<file path="src/rtl/regfile_wb_unit.sv">
// regfile_wb_unit: register-file front end for the single-issue MIPS core.
//   Decodes rs/rt/destination from the instruction, reads two operands,
//   extends the 16-bit immediate, registers writeback one stage behind decode
//   and tracks a single outstanding load whose data arrives later.
//
// Ports:
//   clk, reset            rising-edge clock, asynchronous active-high reset
//   instr                 rs=[25:21] rt=[20:16] rd=[15:11] imm=[15:0]
//   reg_write, reg_dst    write enable, destination select (0 rt,1 rd,2 link)
//   mem_to_reg, ext_mode  result select (0 alu,1 load,2 pc+4), imm extension
//   alu_result, read_data, mem_valid, pc_plus4   writeback sources
//   src_a, write_data     rs / rt operands
//   imm_ext               extended immediate
//   stall                 decode must hold instr this cycle
//
// Build option: define REGFILE_BYPASS_EN to forward the writeback stage to
// the read ports; without it, readers of the staged register stall one cycle.

module regfile_wb_unit #(
  parameter int unsigned DATA_W   = 32,
  parameter int unsigned NUM_REGS = 32,
  parameter int unsigned LINK_REG = NUM_REGS - 1
) (
  input  logic              clk,
  input  logic              reset,
  input  logic [31:0]       instr,
  input  logic              reg_write,
  input  logic [1:0]        reg_dst,
  input  logic [1:0]        mem_to_reg,
  input  logic              ext_mode,
  input  logic [DATA_W-1:0] alu_result,
  input  logic [DATA_W-1:0] read_data,
  input  logic              mem_valid,
  input  logic [DATA_W-1:0] pc_plus4,
  output logic [DATA_W-1:0] src_a,
  output logic [DATA_W-1:0] write_data,
  output logic [DATA_W-1:0] imm_ext,
  output logic              stall
);

  localparam int unsigned ADDR_W = (NUM_REGS > 1) ? $clog2(NUM_REGS) : 1;

  typedef logic [ADDR_W-1:0] addr_t;
  typedef enum logic {LD_IDLE, LD_WAIT} ld_state_t;

  logic [DATA_W-1:0] regs_q [NUM_REGS];

  ld_state_t         ld_state_q, ld_state_d;
  addr_t             pend_addr_q, pend_addr_d;
  logic              stage_valid_q, stage_valid_d;
  addr_t             stage_addr_q, stage_addr_d;
  logic [DATA_W-1:0] stage_data_q, stage_data_d;

  addr_t             rs_addr, rt_addr, rd_addr, dest;
  logic              pending, mem_accept, is_load, wr_req, wr_issue;
  logic              pend_hazard, stage_hazard;
  logic [DATA_W-1:0] wb_result;
  logic              unused_instr;

  assign rs_addr      = instr[21 +: ADDR_W];
  assign rt_addr      = instr[16 +: ADDR_W];
  assign rd_addr      = instr[11 +: ADDR_W];
  assign unused_instr = ^instr;

  always_comb begin
    case (reg_dst)
      2'd1:    dest = rd_addr;
      2'd2:    dest = addr_t'(LINK_REG);
      default: dest = rt_addr;
    endcase
  end

  always_comb begin
    imm_ext       = {DATA_W{ext_mode ? 1'b0 : instr[15]}};
    imm_ext[15:0] = instr[15:0];
  end

  assign wb_result  = (mem_to_reg == 2'd2) ? pc_plus4 : alu_result;
  assign pending    = (ld_state_q == LD_WAIT);
  assign mem_accept = pending & mem_valid;
  assign is_load    = (mem_to_reg == 2'd1);
  assign wr_req     = reg_write & (dest != '0);

  assign pend_hazard = pending &
                       (((rs_addr != '0) && (rs_addr == pend_addr_q)) ||
                        ((rt_addr != '0) && (rt_addr == pend_addr_q)));

`ifdef REGFILE_BYPASS_EN
  assign stage_hazard = 1'b0;
`else
  assign stage_hazard = stage_valid_q &
                        (((rs_addr != '0) && (rs_addr == stage_addr_q)) ||
                         ((rt_addr != '0) && (rt_addr == stage_addr_q)));
`endif

  // A returning load owns the stage this cycle, so a same-cycle ALU/link
  // write must retry; a second load waits for the first to return.
  always_comb begin
    stall = pend_hazard | stage_hazard |
            (pending & wr_req & is_load) |
            (mem_accept & wr_req & ~is_load);
  end

  assign wr_issue = wr_req & ~stall;

  always_comb begin
    ld_state_d    = ld_state_q;
    pend_addr_d   = pend_addr_q;
    stage_valid_d = 1'b0;
    stage_addr_d  = stage_addr_q;
    stage_data_d  = stage_data_q;
    if (mem_accept) begin
      ld_state_d    = LD_IDLE;
      stage_valid_d = 1'b1;
      stage_addr_d  = pend_addr_q;
      stage_data_d  = read_data;
    end else if (wr_issue && !is_load) begin
      stage_valid_d = 1'b1;
      stage_addr_d  = dest;
      stage_data_d  = wb_result;
    end
    if (wr_issue && is_load) begin
      ld_state_d  = LD_WAIT;
      pend_addr_d = dest;
    end
  end

  // Reads: register 0 is hard zero; the stage holds the newest value of its
  // register, so it wins over the array whenever forwarding is enabled.
  always_comb begin
    src_a      = regs_q[rs_addr];
    write_data = regs_q[rt_addr];
`ifdef REGFILE_BYPASS_EN
    if (stage_valid_q && (rs_addr == stage_addr_q)) src_a      = stage_data_q;
    if (stage_valid_q && (rt_addr == stage_addr_q)) write_data = stage_data_q;
`else
`endif
    if (rs_addr == '0) src_a      = '0;
    if (rt_addr == '0) write_data = '0;
  end

  always_ff @(posedge clk or posedge reset) begin
    if (reset) begin
      for (int unsigned i = 0; i < NUM_REGS; i++) regs_q[i] <= '0;
      ld_state_q    <= LD_IDLE;
      pend_addr_q   <= '0;
      stage_valid_q <= 1'b0;
      stage_addr_q  <= '0;
      stage_data_q  <= '0;
    end else begin
      if (stage_valid_q) regs_q[stage_addr_q] <= stage_data_q;
      ld_state_q    <= ld_state_d;
      pend_addr_q   <= pend_addr_d;
      stage_valid_q <= stage_valid_d;
      stage_addr_q  <= stage_addr_d;
      stage_data_q  <= stage_data_d;
    end
  end

endmodule

</file>
<file path="config.mk">
export PLATFORM = sky130hd
export DESIGN_NAME = regfile_wb_unit
export DESIGN_NICKNAME = d
export VERILOG_FILES = /design/src/rtl/regfile_wb_unit.sv
export SDC_FILE = /design/constraint.sdc
export NUM_CORES = 2
export LEC_CHECK = 0
export CAP_MARGIN = 0
export CORE_ASPECT_RATIO = 0.6
export CORE_MARGIN = 10
export CORE_UTILIZATION = 45
export CTS_CLUSTER_SIZE = 25
export DETAILED_ROUTE_END_ITERATION = 16
export DONT_BUFFER_PORTS = 1
export HOLD_SLACK_MARGIN = 0.15
export MAX_ROUTING_LAYER = met4
export SLEW_MARGIN = 25
export SYNTH_ARGS = -nofsm -noshare
export SYNTH_HDL_FRONTEND = slang
export SYNTH_SLANG_ARGS = --single-unit
</file>
<file path="constraint.sdc">
create_clock -name clk -period 32.8 [get_ports clk]
set_input_delay 4.92 -clock clk [delete_from_list [all_inputs] [get_ports clk]]
set_output_delay 4.92 -clock clk [all_outputs]
set_load 0.005 [all_outputs]
</file>
==> flow_summary.json <==
{
  "wl_per_cell_um": 34.85,
  "synthMuxAreaShare_pct": 47.32,
  "maxCapViolCount": 0,
  "cts-root-buf": "clkbuf_16",
  "firstDrtPassIters": 7,
  "cts_sinks": 1068,
  "synthArstFlopShare_pct": 100.0,
  "rsz0062_at_grt": "false",
  "rr_worst_depth": 4,
  "timing_worst_setup_path_type": "input port to primary output",
  "synth_top_family_by_area": "multiplexers",
  "fin_nets": 3460,
  "insertion_delay_ns": 0.72,
  "hold_start": "regs_q[569]",
  "grtUsageTotal_pct": 25.81,
  "htree_levels": 3,
  "final_util_pct": 49.00,
  "die_x_um": 479.5,
  "synthFlopType": "dfrtp_1",
  "syn-instance-count": 3569,
  "mostFrequentLayoutCells": "mux2_2, dfrtp_1, mux4_2, clkbuf_16, nor2_1",
  "syn_area_sq_um": 57010,
  "grt_pass1_wl_mm": 261.4,
  "cts_buffer_depth": 3,
  "cts_hold_buffers": 0,
  "final_common_cell": "mux2_2",
  "reg2reg_to": "regs_q[81]",
  "ys_ff_latch": 1068,
  "period_share_pct": 37.32,
  "status": "finished, final reports clean",
  "seq_area_sq_um": 26750,
  "drive_above_1_share_pct": 58.25,
  "crit_buf_inv": 1,
  "die_y_um": 295.7,
  "nFillCells": 10353,
  "r2r_slack_ns": 29.50,
  "post-place-ws_ns": 20.57,
  "critPathRequiredTime_ns": 27.88,
  "start_kind": "input port",
  "synth.distinct_cells": 42,
  "setup_slack_ns": 20.56,
  "cts_buffers": 103,
  "leakage_nw": 26.37,
  "yosys.area_share.simple_pct": 1.657,
  "endpoint_kind": "primary output",
  "crit_fanout": 259,
  "first_iter_violations": 3046,
  "synth_xor_area_share_pct": 0.3072,
  "whs_path_depth": 1,
  "worstHoldEndpoint": "regs_q[569]",
  "fmax_ghz": 0.08169,
  "period_needed_ns": 12.24,
  "fin_hold_ws_ns": 0.5215,
  "io_buffers": 0,
  "cp.arrival_ns": 7.32,
  "via_count": 34201,
  "ys_seq_area_share_pct": 46.88,
  "synth_edf_count": 0,
  "slew_violations": 0,
  "synth-compound-area-share_pct": 0.8120,
  "crit_family": "simple AND/OR/NAND/NOR gates",
  "crit_path_cell_trace": "or4_4 > nor2_4 > buf_4 > nor4_1 > o21ai_1 > o21ai_0",
  "remaining_drc_errors": 0,
  "grt_max_degree": 261,
  "finClkSkew_ns": 0.01765,
  "postCtsSetupRepairBufs": 0,
  "syn_area_per_cell_sq_um": 15.97,
  "slew_headroom_pct": 27.63,
  "place_congestion": 0.8133,
  "ir_worst_vdd_mv": 0.04936,
  "synthAdderAreaFrac_pct": 0.04389,
  "grt-ovfl-total": 0,
  "tritoncts": "built",
  "syn_nets": 3708,
  "timing_hold_violations_final": 0,
  "avgViaCountPerCell": 6.690,
  "initial_core_util_pct": 45.21,
  "min_path_type": "flip-flop to flip-flop",
  "setup_tns_ns": 0,
  "ant_nets": 0,
  "wl_mm": 178.2,
  "setup_viol": 0,
  "dieArea_sq_um": 141800,
  "rr_startpoint": "stage_addr_q[2]",
  "slowest_stage": "or4_4",
  "place_area_sq_um": 58050,
  "antenna_found_initial": 4,
  "dp_hpwl_mm": 93.70,
  "final_area_sq_um": 61790,
  "synthToLayoutAreaGrowth_pct": 8.381,
  "multi_input_area_sq_um": 28770,
  "slowest_delay_ns": 0.63,
  "rows": 101,
  "clkTransAtPathRegs_ns": 0.06,
  "p_per_area_nw_per_um2": 85.37,
  "yosysWarnings": 0,
  "grt_pass1_vias": 36788,
  "tightest_slew_ns": 1.083,
  "ioPinCount": 234,
  "cts_resized": 0,
  "core_area_sq_um": 126100
}
[flip-flops by register name, summed over array words and instances, names as in the netlist]
name and count:
pend_addr_q 5, regs_q 1024, stage_addr_q 5, stage_valid_q 1
ld_state_q 1, stage_data_q 32
[per-layer routing]
layer | vias up | routed length (um) | share of wire (%) | track usage (%)
met2 | 1425 | 81960 | 46 | 38.83
met5 | - | 0 | 0 | -
li1 | 13306 | - | - | -
met1 | 19174 | 77030 | 43 | 35.45
met3 | 296 | 14420 | 8.1 | 6.031
met4 | 0 | 4760 | 2.7 | 6.816
[cells by family after synthesis]
kind of cell	after synthesis
flops	1068
fa+ha+maj	2
compound gates	84
buf+inv	412
mux	1763
xor+xnor	20
simple gates	220
[where the power goes]
part | internal [mW] | leakage, nW | total, mW | switching (mW)
combinational | 1.05 | 10.7 | 1.56 | 0.511
sequential | 1.90 | 13.8 | 2.43 | 0.530
clock | 0.747 | 1.81 | 1.29 | 0.540
total | 3.69 | 26.4 | 5.27 | 1.58
[synthesized netlist by cell type, types with 2 or more instances]
| cell | instances | share of area, % |
|---|---|---|
| nor2b_1 | 5 | 0.055 |
| a22o_1 | 2 | 0.031 |
| dfrtp_1 | 1068 | 47 |
| nor4_1 | 3 | 0.033 |
| o21ai_1 | 29 | 0.25 |
| and3_1 | 2 | 0.022 |
| nor2_1 | 120 | 0.79 |
| nor3b_1 | 4 | 0.053 |
| buf_4 | 35 | 0.46 |
| nand3b_1 | 4 | 0.053 |
| buf_1 | 106 | 0.70 |
| buf_2 | 12 | 0.11 |
| mux4_2 | 640 | 25 |
| mux2_2 | 1059 | 21 |
| a221o_1 | 2 | 0.035 |
| clkbuf_1 | 251 | 1.7 |
| nand2_1 | 61 | 0.40 |
| xnor2_1 | 12 | 0.18 |
| xor2_1 | 8 | 0.12 |
| a22oi_1 | 2 | 0.026 |
| ha_1 | 2 | 0.044 |
| inv_1 | 7 | 0.046 |
| mux2i_1 | 64 | 1.1 |
| a21oi_1 | 5 | 0.044 |
| or2_2 | 2 | 0.022 |
| o21ai_0 | 41 | 0.36 |
| nand3_1 | 8 | 0.070 |
[worst max-delay path by stage]
stage | startpoint | endpoint | slack (ns) | cells past startpoint
2_1_floorplan | reset | ld_state_q | 13.15 | 1
3_3_place_gp | instr[21] | stall | 20.56 | 6
3_5_place_dp | instr[21] | stall | 20.57 | 6
4_1_cts | instr[21] | stall | 20.58 | 6
5_1_grt | instr[21] | stall | 20.50 | 6
6_report | instr[21] | stall | 20.56 | 6
[layout make-up]
class	count	share of cell area (%)
flip-flops and latches	1068	43.28
multi-input cells	2089	46.56
repair buffers	52	0.7796
clock buffers	158	5.163
clock inverters	34	0.7087
well taps	1699	3.440
diodes	5	0.02025
inverters	7	0.04860
[metrics by stage]
step	std cells	power [mW]
after floorplan	3569	3.569
after global placement	4913	3.824
after detailed placement	4913	3.990
after CTS	5105	5.282
after global routing	5109	5.530
final	5112	5.275
Power figures use the tool's default switching activity.
